==> src/rtl/fifo_stream_adapter.sv <==
// fifo_stream_adapter: turns a sync_fifo request/1-cycle-latency read port into a
// valid/ready stream. Reads are issued speculatively against skid-buffer credit so
// the stream can sustain one beat per cycle; flush discards buffered/in-flight data.
module fifo_stream_adapter #(
    parameter int DATA_WIDTH = 8,
    parameter int BUF_DEPTH  = 2,
    parameter int CNT_WIDTH  = $clog2(BUF_DEPTH + 1)
) (
    input  logic                  clk,
    input  logic                  rst_n,
    input  logic                  fifo_empty,
    output logic                  fifo_rd_en,
    input  logic                  fifo_rd_valid,
    input  logic [DATA_WIDTH-1:0] fifo_dout,
    output logic                  m_valid,
    input  logic                  m_ready,
    output logic [DATA_WIDTH-1:0] m_data,
    input  logic                  flush,
    output logic [CNT_WIDTH-1:0]  occupancy,
    output logic                  err_overflow,
    output logic                  err_unexpected
);

    localparam int IDX_WIDTH = (BUF_DEPTH > 1) ? $clog2(BUF_DEPTH) : 1;
    localparam logic [IDX_WIDTH-1:0] LAST_IDX  = IDX_WIDTH'(BUF_DEPTH - 1);
    localparam logic [CNT_WIDTH-1:0] FULL_CNT  = CNT_WIDTH'(BUF_DEPTH);
    localparam logic [CNT_WIDTH:0]   DEPTH_EXT = (CNT_WIDTH + 1)'(BUF_DEPTH);

    logic [DATA_WIDTH-1:0] mem [BUF_DEPTH];
    logic [IDX_WIDTH-1:0]  wr_idx;
    logic [IDX_WIDTH-1:0]  rd_idx;
    logic [CNT_WIDTH-1:0]  count;
    logic                  inflight;
    logic                  drop;

    logic                  pop;
    logic                  do_pop;
    logic                  full;
    logic                  ret_ok;
    logic                  push;
    logic                  overflow_evt;
    logic                  unexp_evt;
    logic [CNT_WIDTH:0]    committed;

    // Explicit wrap so non-power-of-2 depths index correctly.
    function automatic logic [IDX_WIDTH-1:0] next_idx(input logic [IDX_WIDTH-1:0] idx);
        return (idx == LAST_IDX) ? '0 : idx + IDX_WIDTH'(1);
    endfunction

    // Stream outputs, credit check and buffer update qualifiers.
    always_comb begin
        m_valid   = (count != '0);
        m_data    = mem[rd_idx];
        occupancy = count;
        pop       = m_valid && m_ready;
        full      = (count == FULL_CNT);
        // pop implies count >= 1, so this never underflows.
        committed = {1'b0, count} + {{CNT_WIDTH{1'b0}}, inflight}
                  - {{CNT_WIDTH{1'b0}}, pop};
        fifo_rd_en   = rst_n && !fifo_empty && !flush && (committed < DEPTH_EXT);
        ret_ok       = fifo_rd_valid && inflight && !drop;
        do_pop       = pop && !flush;
        push         = ret_ok && !flush && (!full || pop);
        overflow_evt = ret_ok && !flush && full && !pop;
        unexp_evt    = fifo_rd_valid && !inflight && !drop;
    end

    // Skid buffer storage; flush only resets the indices, not the contents.
    always_ff @(posedge clk) begin
        if (!rst_n) begin
            for (int i = 0; i < BUF_DEPTH; i++) begin
                mem[i] <= '0;
            end
        end else if (push) begin
            mem[wr_idx] <= fifo_dout;
        end
    end

    // Indices and occupancy count.
    always_ff @(posedge clk) begin
        if (!rst_n || flush) begin
            wr_idx <= '0;
            rd_idx <= '0;
            count  <= '0;
        end else begin
            if (push) begin
                wr_idx <= next_idx(wr_idx);
            end
            if (do_pop) begin
                rd_idx <= next_idx(rd_idx);
            end
            if (push && !do_pop) begin
                count <= count + CNT_WIDTH'(1);
            end else if (!push && do_pop) begin
                count <= count - CNT_WIDTH'(1);
            end
        end
    end

    // In-flight tracking, flush drop marker and sticky error flags.
    always_ff @(posedge clk) begin
        if (!rst_n) begin
            inflight       <= 1'b0;
            drop           <= 1'b0;
            err_overflow   <= 1'b0;
            err_unexpected <= 1'b0;
        end else begin
            inflight <= fifo_rd_en;
            // A return landing in the flush cycle is discarded by the flush itself,
            // so only an outstanding read that has not yet returned needs a drop.
            drop <= (drop || (flush && inflight)) && !fifo_rd_valid;
            if (overflow_evt) begin
                err_overflow <= 1'b1;
            end
            if (unexp_evt) begin
                err_unexpected <= 1'b1;
            end
        end
    end

endmodule

==> config.mk <==
export PLATFORM = sky130hd
export DESIGN_NAME = fifo_stream_adapter
export DESIGN_NICKNAME = d
export VERILOG_FILES = /design/src/rtl/fifo_stream_adapter.sv
export SDC_FILE = /design/constraint.sdc
export NUM_CORES = 1
export LEC_CHECK = 0
export CAP_MARGIN = 40
export CORE_MARGIN = 2
export CORE_UTILIZATION = 43
export DETAILED_ROUTE_END_ITERATION = 8
export GPL_TIMING_DRIVEN = 0
export MAX_ROUTING_LAYER = met4
export PLACE_DENSITY = 0.82
export SLEW_MARGIN = 0
export SYNTH_ARGS = -nofsm -noshare
export SYNTH_HDL_FRONTEND = slang
export SYNTH_SLANG_ARGS = --single-unit
==> constraint.sdc <==
create_clock -name clk -period 2.13 [get_ports clk]
set_clock_uncertainty 0.15 [all_clocks]
set_input_delay 0.213 -clock clk [delete_from_list [all_inputs] [get_ports clk]]
set_output_delay 0.213 -clock clk [all_outputs]
set_load 0.02 [all_outputs]
==> results.md, run 1 <==
* Status: complete, but fails checks
* Failing checks: negative setup slack
* CTS Hold Bufs at 0
* Top cells by count, synth: 16 x and2_1, 16 x edfxtp_1, 9 x dfxtp_1, 8 x mux2_2
* Vias at 830
* Critical path buffers and inverters at 1
* Unrepaired setup endpoints after global routing: yes
* Warnings, synthesis at 0
* First-pass GRT wire length at 3510 um
* Synth Register Bits at 25
* Slowest CP cell: dfxtp_4
* Final Max Tran Viols at 0
* WP depth at 6
* Port Buf Inserts at 27
* Clk_lat worst skew at 0.31 ns
* CP delay by family, top: flip-flops
* Storage cell area at 673 sq um
* Final core occ at 64.8%
* XOR/XNOR Fraction of Synth Area at 3.74%
* Compound-gate portion of the synthesized area at 4.49%
* Fin. Hold Viols at 0
* Max_cap viols at 0
* Die W at 56.2 um
* EDFF count, synth at 16
* Clock Sinks at 25
* TritonCTS clock tree: yes
* Layout cells sized above 1 at 31.5%
* Drt wl/cell at 13.7 um
* Area grow syn2layout at 39.7%
* Vias in the first global route at 840
* Top cells by area, synth: edfxtp_1 41%, dfxtp_1 15%, and2_1 8.6%
* Final setup fails at 1
* Most common cell on crit path: xor2_2
* Worst Tran Pin Value at 0.522 ns
* NumNets Final at 147
* Num CTS Buffers at 3
* FFs w/ async S/R, synth at 0%
* Required @ worst endpoint at 1.77 ns
* CP Max Fanout at 3
* Final HPWL from detailed placement at 1510 um
* Post-synthesis cell count at 91
* Largest net degree at the start of global routing at 14
* Inserted Diodes at 0
* Slew margin rel. at 65.2%
* CTS Root Cell: clkbuf_4
* Power Density at 516 nW/um^2
* WL final at 2200 um
* R2R depth at 9
* Antenna-violating nets left at 0
* Max incr delay on CP at 0.39 ns
* Mux share of post-synthesis cell area at 7.70%
* Clk buf depth at 2
* Hold Crit Class: reg2reg
* Peak Freq at 0.443 GHz
* CP Data Arrival Time at 1.89 ns
* Peak supply drop at 0.410 mV
* 1st-iter DRT viols at 17
* Reg clk slew, reported paths at 0.12 ns
* Placer Congestion at 0.705
* Critical path launch point type: register
* Area leader, netlist: edfxtp_1
* Via density at 5.19
* Final worst slack at -0.125 ns
* Net Count, Synth at 107
* Crit Path Category: reg2out
* Post-Synth Adder-Cell Area at 2.78%
* Syn avg cell area at 12.9 sq um
* Yosys cell types at 25
* Gr ovfl total at 0
* Row cnt at 18
* First-pass iteration count of the detailed router at 4
* Leak Pwr at 0.000610 uW
* Primary FF master, synth: edfxtp_1
* Io pins at 28
* Worst slack at placement at -0.720 ns
* CTS H-tree lvls at 1
* DIE HEIGHT at 56.2 um
* Fin crit period at 2.26 ns
* Initial core utilization at 46.4%
* Largest family of logic cells by synthesized area: simple AND/OR/NAND/NOR gates
* Initial antenna violation count at 0
* Core Area at 2520 sq um
* Simple-Gate Fraction of Synth Area at 23.1%
* Critical Path End Type: primary output
* Period utilisation layout at 106%
* Hold WS at 0.337 ns
* Sequential fraction of the synthesis area at 56.5%
* Die Area at 3150 sq um
* Multi-input logic area at 549 sq um
* Worst path cell trace: xor2_2 > nand2_1 > fa_2 > xor2_2 > nor4b_4 > buf_4
* Post-Syn Area at 1170 sq um
* Residual DRC at 0
* Tot GR Track Use at 14.4%
* Hold path cells at 1
* Fill cells at 210
* Share of the synthesized area in the top cell type at 41.1%
==> cell usage in the layout, fill, tap and decap left out, types with 3 or more instances in the layout <==
master,count
edfxtp_1,16
and2_1,16
dfxtp_1,5
dfxtp_4,3
xor2_1,3
nor2_1,4
buf_4,9
clkbuf_4,3
clkdlybuf4s50_1,25
mux2_2,8
==> worst register-to-register path: cells and delay by family, from the launching register on <==
kind / cells / cell delay (ns)
DFF: 1 / 0.38
and+or+nand+nor: 3 / 0.76
xor gates and xnor gates: 1 / 0.14
adders and majority gates: 1 / 0.15
buffers and inverters: 3 / 0.33
AOI/OAI and AO/OA: 1 / 0.13
==> layout make-up <==
cell class	instances	share of cell area, %
timing repair buffer	37	20.6
multi-input combinational	61	33.6
tap	30	2.30
inverter	2	0.459
clock buffer	4	1.61
sequential	25	41.2
buffer	1	0.230
==> per-layer routing <==
metal  share of wire (%)  vias to the layer above  track usage, %
li1                    -                      404               -
met1                  41                      392            14.9
met2                  52                       29            26.2
met3                 5.0                        5            3.26
met4                 2.0                        0            5.78
met5                   0                        -               -
==> registers in the layout (all words and copies together), names as in the netlist, named ones only <==
register / cells
mem: 16
occupancy: 2
drop: 1
err_overflow: 1
err_unexpected: 1
inflight: 1
rd_idx: 1
wr_idx: 1
==> power breakdown <==
part           internal [uW]  total (uW)  switching (uW)  leakage [uW]
logic                   59.2         107            48.2      0.000354
registers                525         531            5.54      0.000241
clock network           73.1         205             132     0.0000150
==> per-stage QoR <==
| stage | cell area (sq um) | power [uW] | instances | setup TNS [ns] |
|---|---|---|---|---|
| 2_1_floorplan | 1180 | 588 | 91 | -1.23 |
| 3_3_place_gp | 1490 | 641 | 148 | -10.68 |
| 3_5_place_dp | 1500 | 645 | 150 | -4.72 |
| 4_1_cts | 1600 | 847 | 159 | -0.255 |
| 5_1_grt | 1630 | 872 | 160 | -0.262 |
| 6_report | 1630 | 843 | 160 | -0.125 |
==> final timing paths <==
| path | start | end | slack, ns |
|---|---|---|---|
| setup / recovery | inflight | fifo_rd_en | -0.13 |
| hold / removal | err_overflow | err_overflow | 0.34 |
| setup reg to reg | occupancy[0] | occupancy[1] | 0.01 |
| hold reg to reg | err_overflow | err_overflow | 0.34 |
==> timing repair <==
item                       4_1_cts  5_1_grt
pin swaps                        1        3
setup buffers                    7        1
resized for setup               19        5
setup endpoints to repair       12        8
==> cells by family (layout without fill, tap and decap cells) <==
| family | Yosys count | in the layout |
|---|---|---|
| buf+inv | 5 | 44 |
| xor+xnor | 5 | 5 |
| mux | 8 | 8 |
| flops | 25 | 25 |
| compound gates | 9 | 9 |
| simple gates | 37 | 37 |
| fa+ha+maj | 2 | 2 |
(Power assumes the default switching activity.)
==> inputs of run 2 (changes only) <==
--- a/config.mk
+++ b/config.mk
@@ -12,7 +12,7 @@
 export GPL_TIMING_DRIVEN = 0
 export MAX_ROUTING_LAYER = met4
 export PLACE_DENSITY = 0.82
-export SLEW_MARGIN = 0
+export SLEW_MARGIN = 30
 export SYNTH_ARGS = -nofsm -noshare
 export SYNTH_HDL_FRONTEND = slang
 export SYNTH_SLANG_ARGS = --single-unit
==> run 2 against run 1 <==
  * Flip-flop and latch count stayed put
  * Final cell count shrank 1.9%
  * Clock power barely moved
  * Sequential power hardly changed
  * The flow still finishes with violations (negative setup slack)
  * Critical path type unchanged
==> results.md, run 2 (synthesis results as in run 1) <==
* Status: complete, but fails checks (unchanged)
* Failing checks: negative setup slack (unchanged)
* Hold Startpoint: err_overflow (unchanged)
* Storage cell area at 673 sq um (unchanged)
* First-pass GRT wire length at 3550 um (was 3510 um)
* Core Area at 2520 sq um (unchanged)
* Initial antenna violation count at 0 (unchanged)
* Fin. Hold Viols at 0 (unchanged)
* Critical path launch point type: register (unchanged)
* Gr ovfl total at 0 (unchanged)
* Hold WS at 0.336 ns (was 0.337 ns)
* Most frequent cells in the layout: 24 x clkdlybuf4s50_1, 16 x and2_1, 16 x edfxtp_1, 8 x mux2_2, 8 x buf_4 (was 25 x clkdlybuf4s50_1, 16 x and2_1, 16 x edfxtp_1, 9 x buf_4, 8 x mux2_2)
* Most common cell after layout, fill and taps aside: clkdlybuf4s50_1 (unchanged)
* TritonCTS clock tree: yes (unchanged)
* Period utilisation layout at 106% (about the same)
* Final worst slack at -0.135 ns (was -0.125 ns)
* Die W at 56.2 um (unchanged)
* Clk_lat worst skew at 0.31 ns (about the same)
* CTS Hold Bufs at 0 (unchanged)
* Placer Congestion at 0.705 (unchanged)
* Hold Crit Class: reg2reg (unchanged)
* Max FFs per register at 16 (unchanged)
* CP Data Arrival Time at 1.90 ns (was 1.89 ns)
* Final setup fails at 2 (was 1)
* Worst reg2reg path endpoint: occupancy[1] (unchanged)
* Slew margin rel. at 67.1% (was 65.2%)
* CTS Root Cell: clkbuf_4 (unchanged)
* Initial core utilization at 46.4% (unchanged)
* WL final at 2180 um (was 2200 um)
* First-pass iteration count of the detailed router at 4 (unchanged)
* Tot GR Track Use at 14.5% (was 14.4%)
* Largest register by flop count: mem (unchanged)
* Peak supply drop at 0.412 mV (was 0.410 mV)
* Required @ worst endpoint at 1.77 ns (about the same)
* Vias in the first global route at 846 (was 840)
* Max_cap viols at 0 (unchanged)
* Hold path cells at 1 (unchanged)
* Fill cells at 205 (was 210)
* Crit Path Category: reg2out (unchanged)
* NumNets Final at 144 (was 147)
* Inserted Diodes at 0 (unchanged)
* Unrepaired setup endpoints after global routing: yes (unchanged)
* Num CTS Buffers at 3 (unchanged)
* Worst Tran Pin Value at 0.493 ns (was 0.522 ns)
* Multi-input logic area at 543 sq um (was 549 sq um)
* Worst hold endpoint: err_overflow (unchanged)
* Fin crit period at 2.26 ns (about the same)
* Peak Freq at 0.442 GHz (was 0.443 GHz)
* Antenna-violating nets left at 0 (unchanged)
* Area grow syn2layout at 37.5% (was 39.7%)
* Vias at 815 (was 830)
* Slowest CP cell: dfxtp_4 (unchanged)
* Worst r2r src: occupancy[1] (was occupancy[0])
* CTS H-tree lvls at 1 (unchanged)
* Final HPWL from detailed placement at 1450 um (was 1510 um)
* Via density at 5.19 (about the same)
* Critical Path End Type: primary output (unchanged)
* CP Max Fanout at 2 (was 3)
* 1st-iter DRT viols at 14 (was 17)
* Drt wl/cell at 13.9 um (was 13.7 um)
* Final core occ at 63.8% (was 64.8%)
* Final Max Tran Viols at 0 (unchanged)
* Largest net degree at the start of global routing at 14 (unchanged)
* Die Area at 3150 sq um (unchanged)
* Worst path cell trace: o21ai_4 > nor2_2 > fa_2 > xor2_2 > nor4b_4 > buf_4 (was xor2_2 > nand2_1 > fa_2 > xor2_2 > nor4b_4 > buf_4)
* Final Cell Area at 1610 sq um (was 1630 sq um)
* Register-to-register setup slack at -0.06 ns (was 0.01 ns)
* Row cnt at 18 (unchanged)
* Max incr delay on CP at 0.38 ns (was 0.39 ns)
* Port Buf Inserts at 27 (unchanged)
* Power Density at 523 nW/um^2 (was 516 nW/um^2)
* Clk buf depth at 2 (unchanged)
* R2R depth at 7 (was 9)
* Io pins at 28 (unchanged)
* DIE HEIGHT at 56.2 um (unchanged)
* Layout cells sized above 1 at 29.9% (was 31.5%)
* Clock Sinks at 25 (unchanged)
* Area post-placement at 1490 sq um (was 1500 sq um)
* Reg clk slew, reported paths at 0.13 ns (was 0.12 ns)
* Residual DRC at 0 (unchanged)
* Leak Pwr at 0.000607 uW (was 0.000610 uW)
==> run 2: worst max path at each step <==
stage	from	to	slack (ns)	depth (start not counted)
floorplan	occupancy[0]	mem[0][0]	-0.07	4
global placement	m_ready	fifo_rd_en	-0.71	7
detailed placement	m_ready	fifo_rd_en	-0.72	7
CTS	occupancy[0]	fifo_rd_en	-0.14	6
global route	inflight	fifo_rd_en	-0.20	6
finish	occupancy[1]	fifo_rd_en	-0.13	6
==> run 2: power breakdown <==
group          switching, uW  internal [uW]  leakage, uW  total [uW]
clock                    133           73.2    0.0000150         206
sequential              5.93            526     0.000241         532
combinational           47.1           56.3     0.000351         103
total                    186            655     0.000607         841
==> run 2: layer usage <==
metal  GRT usage (%)  routed length [um]  up-vias
met3            2.56                 110        5
met2            27.4                1190       29
met1            15.5                 856      387
met4            3.74                  21        0
li1                -                   -      394
met5               -                   0        -
==> run 2: per-stage QoR <==
stage               worst slack (ns)  power, uW  instances  TNS [ns]
floorplan                    -0.0735        588         91     -1.23
global placement              -0.710        641        148    -10.68
detailed placement            -0.722        644        148     -6.38
CTS                           -0.145        847        157    -0.172
global route                  -0.195        871        157    -0.366
finish                        -0.135        841        157    -0.198
==> run 2: timing repair <==
| item | CTS | global route |
|---|---|---|
| setup endpoints to repair | 26 | 2 |
| setup buffers | 7 | 0 |
| gates resized for setup | 20 | 2 |
| cloned | 0 | 0 |
| pin swaps | 1 | 2 |
==> run 2: cell type report <==
type,instances,share of cell area [%]
Multi-Input combinational cell,61,33.7
Clock buffer,4,1.63
Inverter,2,0.467
Buffer,1,0.233
Timing Repair Buffer,34,19.8
Sequential cell,25,41.8
Tap cell,30,2.33
==> run 2: critical path, delay by kind of cell, from the launching register on <==
family,cells,cell delay (ns)
buffers and inverters,1,0.17
DFF,1,0.38
and+or+nand+nor,2,0.34
AOI/OAI and AO/OA,1,0.16
adders and majority gates,1,0.37
xor gates and xnor gates,1,0.17
==> inputs of run 3 (changes only) <==
--- a/config.mk
+++ b/config.mk
@@ -12,6 +12,7 @@
 export GPL_TIMING_DRIVEN = 0
 export MAX_ROUTING_LAYER = met4
 export PLACE_DENSITY = 0.82
+export SKIP_CTS_REPAIR_TIMING = 1
 export SLEW_MARGIN = 30
 export SYNTH_ARGS = -nofsm -noshare
 export SYNTH_HDL_FRONTEND = slang
==> run 3 against run 2 <==
  * The run still ends with negative setup slack left
  * Core utilization is 1.2 points higher
  * Worst setup slack worse by 0.014 ns
  * Via count is 1.1% lower
  * Critical path type unchanged
  * Highest routed layer unchanged
==> results.md, run 3 (synthesis results as in run 1) <==
* Status: complete, but fails checks (unchanged)
* Failing checks: negative setup slack (unchanged)
* First-pass GRT wire length at 3280 um (was 3550 um)
* Met2 Use GR at 24.0% (was 27.4%)
* Largest net degree at the start of global routing at 14 (unchanged)
* Clk_lat worst skew at 0.31 ns (about the same)
* CP Max Fanout at 5 (was 2)
* Die W at 56.2 um (unchanged)
* Power Density at 513 nW/um^2 (was 523 nW/um^2)
* Drt wl/cell at 13.6 um (was 13.9 um)
* DIE HEIGHT at 56.2 um (unchanged)
* Slew margin rel. at 65.5% (was 67.1%)
* Leak Pwr at 0.000641 uW (was 0.000607 uW)
* Inserted Diodes at 0 (unchanged)
* Tot GR Track Use at 13.3% (was 14.5%)
* Initial core utilization at 46.4% (unchanged)
* Max_cap viols at 0 (unchanged)
* Worst path cell trace: o21ai_4 > nor2_2 > fa_2 > xor2_2 > nor4b_4 > buf_4 (unchanged)
* Fin crit period at 2.28 ns (was 2.26 ns)
* Worst Tran Pin Value at 0.518 ns (was 0.493 ns)
* Num CTS Buffers at 3 (unchanged)
* Final worst slack at -0.149 ns (was -0.135 ns)
* CTS H-tree lvls at 1 (unchanged)
* Via density at 5.07 (was 5.19)
* NumNets Final at 146 (was 144)
* Row cnt at 18 (unchanged)
* Io pins at 28 (unchanged)
* WL final at 2170 um (was 2180 um)
* Final setup fails at 1 (was 2)
* Port Buf Inserts at 27 (unchanged)
* Met3 usage at 2.56% (unchanged)
* Final Max Tran Viols at 0 (unchanged)
* 1st-iter DRT viols at 2 (was 14)
* Unrepaired setup endpoints after global routing: yes (unchanged)
* Clock Sinks at 25 (unchanged)
* Reg clk slew, reported paths at 0.13 ns (about the same)
* Peak supply drop at 0.406 mV (was 0.412 mV)
* Storage cell area at 673 sq um (unchanged)
* Gr ovfl total at 0 (unchanged)
* Critical Path End Type: primary output (unchanged)
* CP delay by family, top: flip-flops (unchanged)
* Clk buf depth at 2 (unchanged)
* Most Crowded Layer GR: met2 (unchanged)
* CTS Root Cell: clkbuf_4 (unchanged)
* Period utilisation layout at 107% (was 106%)
* Multi-input logic area at 552 sq um (was 543 sq um)
* Required @ worst endpoint at 1.77 ns (about the same)
* Final core occ at 65.0% (was 63.8%)
* Peak Freq at 0.439 GHz (was 0.442 GHz)
* Area grow syn2layout at 40.2% (was 37.5%)
* TritonCTS clock tree: yes (unchanged)
* Critical path launch point type: register (unchanged)
* Hold Crit Class: in2reg (was reg2reg)
* Crit Path Category: reg2out (unchanged)
* First-pass iteration count of the detailed router at 3 (was 4)
* Vias at 806 (was 815)
* Layout cells sized above 1 at 31.0% (was 29.9%)
* Residual DRC at 0 (unchanged)
* Critical path buffers and inverters at 1 (unchanged)
* Largest register by flop count: mem (unchanged)
* Die Area at 3150 sq um (unchanged)
* Total Power at 842 uW (was 841 uW)
* Max FFs per register at 16 (unchanged)
* Placer Congestion at 0.705 (unchanged)
* Slowest CP cell: dfxtp_4 (unchanged)
* Core Area at 2520 sq um (unchanged)
* Vias in the first global route at 783 (was 846)
* Fill cells at 210 (was 205)
* Fin. Hold Viols at 0 (unchanged)
* Max incr delay on CP at 0.39 ns (was 0.38 ns)
* Antenna-violating nets left at 0 (unchanged)
* CP Data Arrival Time at 1.92 ns (was 1.90 ns)
* Global Route met1 Usage at 15.2% (was 15.5%)
* Initial antenna violation count at 0 (unchanged)
* Most common cell after layout, fill and taps aside: clkdlybuf4s50_1 (unchanged)
* Most frequent cells in the layout: 24 x clkdlybuf4s50_1, 16 x and2_1, 16 x edfxtp_1, 10 x buf_4, 8 x mux2_2 (was 24 x clkdlybuf4s50_1, 16 x and2_1, 16 x edfxtp_1, 8 x mux2_2, 8 x buf_4)
* Final HPWL from detailed placement at 1450 um (unchanged)
==> run 3: cell types whose count changed in the layout (fill, tap and decap cells not counted) <==
cell / delta
dlygate4sd2_1: -2
or2_4: +1
buf_4: +2
or2_2: -1
nor3b_2: -1
dlymetal6s2s_1: +2
nor3b_4: +1
==> run 3: layer usage <==
layer  vias to the layer above  part of all wire, %
li1                        400                    -
met1                       381                   40
met2                        23                   54
met3                         2                  4.8
met4                         0                 0.51
met5                         -                    0
==> run 3: path summary, 6_finish.rpt <==
path                     start            to  slack [ns]  cells past startpoint
setup / recovery  occupancy[0]    fifo_rd_en       -0.15                      6
setup reg to reg      inflight  occupancy[1]        0.07                      7
hold reg to reg   err_overflow  err_overflow        0.34                      1
hold / removal         m_ready  err_overflow        0.32                      3
==> run 3: area by class of cell <==
| class | instances | share of cell area [%] |
|---|---|---|
| plain buffers | 1 | 0.229 |
| clock buffers | 4 | 1.60 |
| inverters | 2 | 0.458 |
| multi-input cells | 61 | 33.6 |
| flip-flops and latches | 25 | 41.0 |
| well taps | 30 | 2.29 |
| repair buffers | 36 | 20.7 |
==> run 3: power by group <==
part           switching, uW  internal (uW)  leakage, uW  total, uW
registers               6.53            526     0.000241        532
clock network            132           73.1    0.0000150        205
logic                   47.1           57.7     0.000385        105
total                    185            656     0.000641        842
==> run 3: through the flow <==
stage	hold slack [ns]	setup TNS, ns	area [sq um]	setup WS [ns]	std cells
after floorplan	0.139	-1.23	1180	-0.0735	91
after global placement	0.302	-10.68	1490	-0.710	148
after detailed placement	0.310	-6.38	1490	-0.722	148
after CTS	0.341	-2.94	1520	-0.906	152
after global routing	0.345	-0.237	1640	-0.218	159
final	0.322	-0.149	1640	-0.149	159
==> run 3: tightest hold or removal path, stage by stage <==
cell and delay [ns]:
dlymetal6s2s_1 0.27, nor4b_1 0.11, o21a_1 0.15
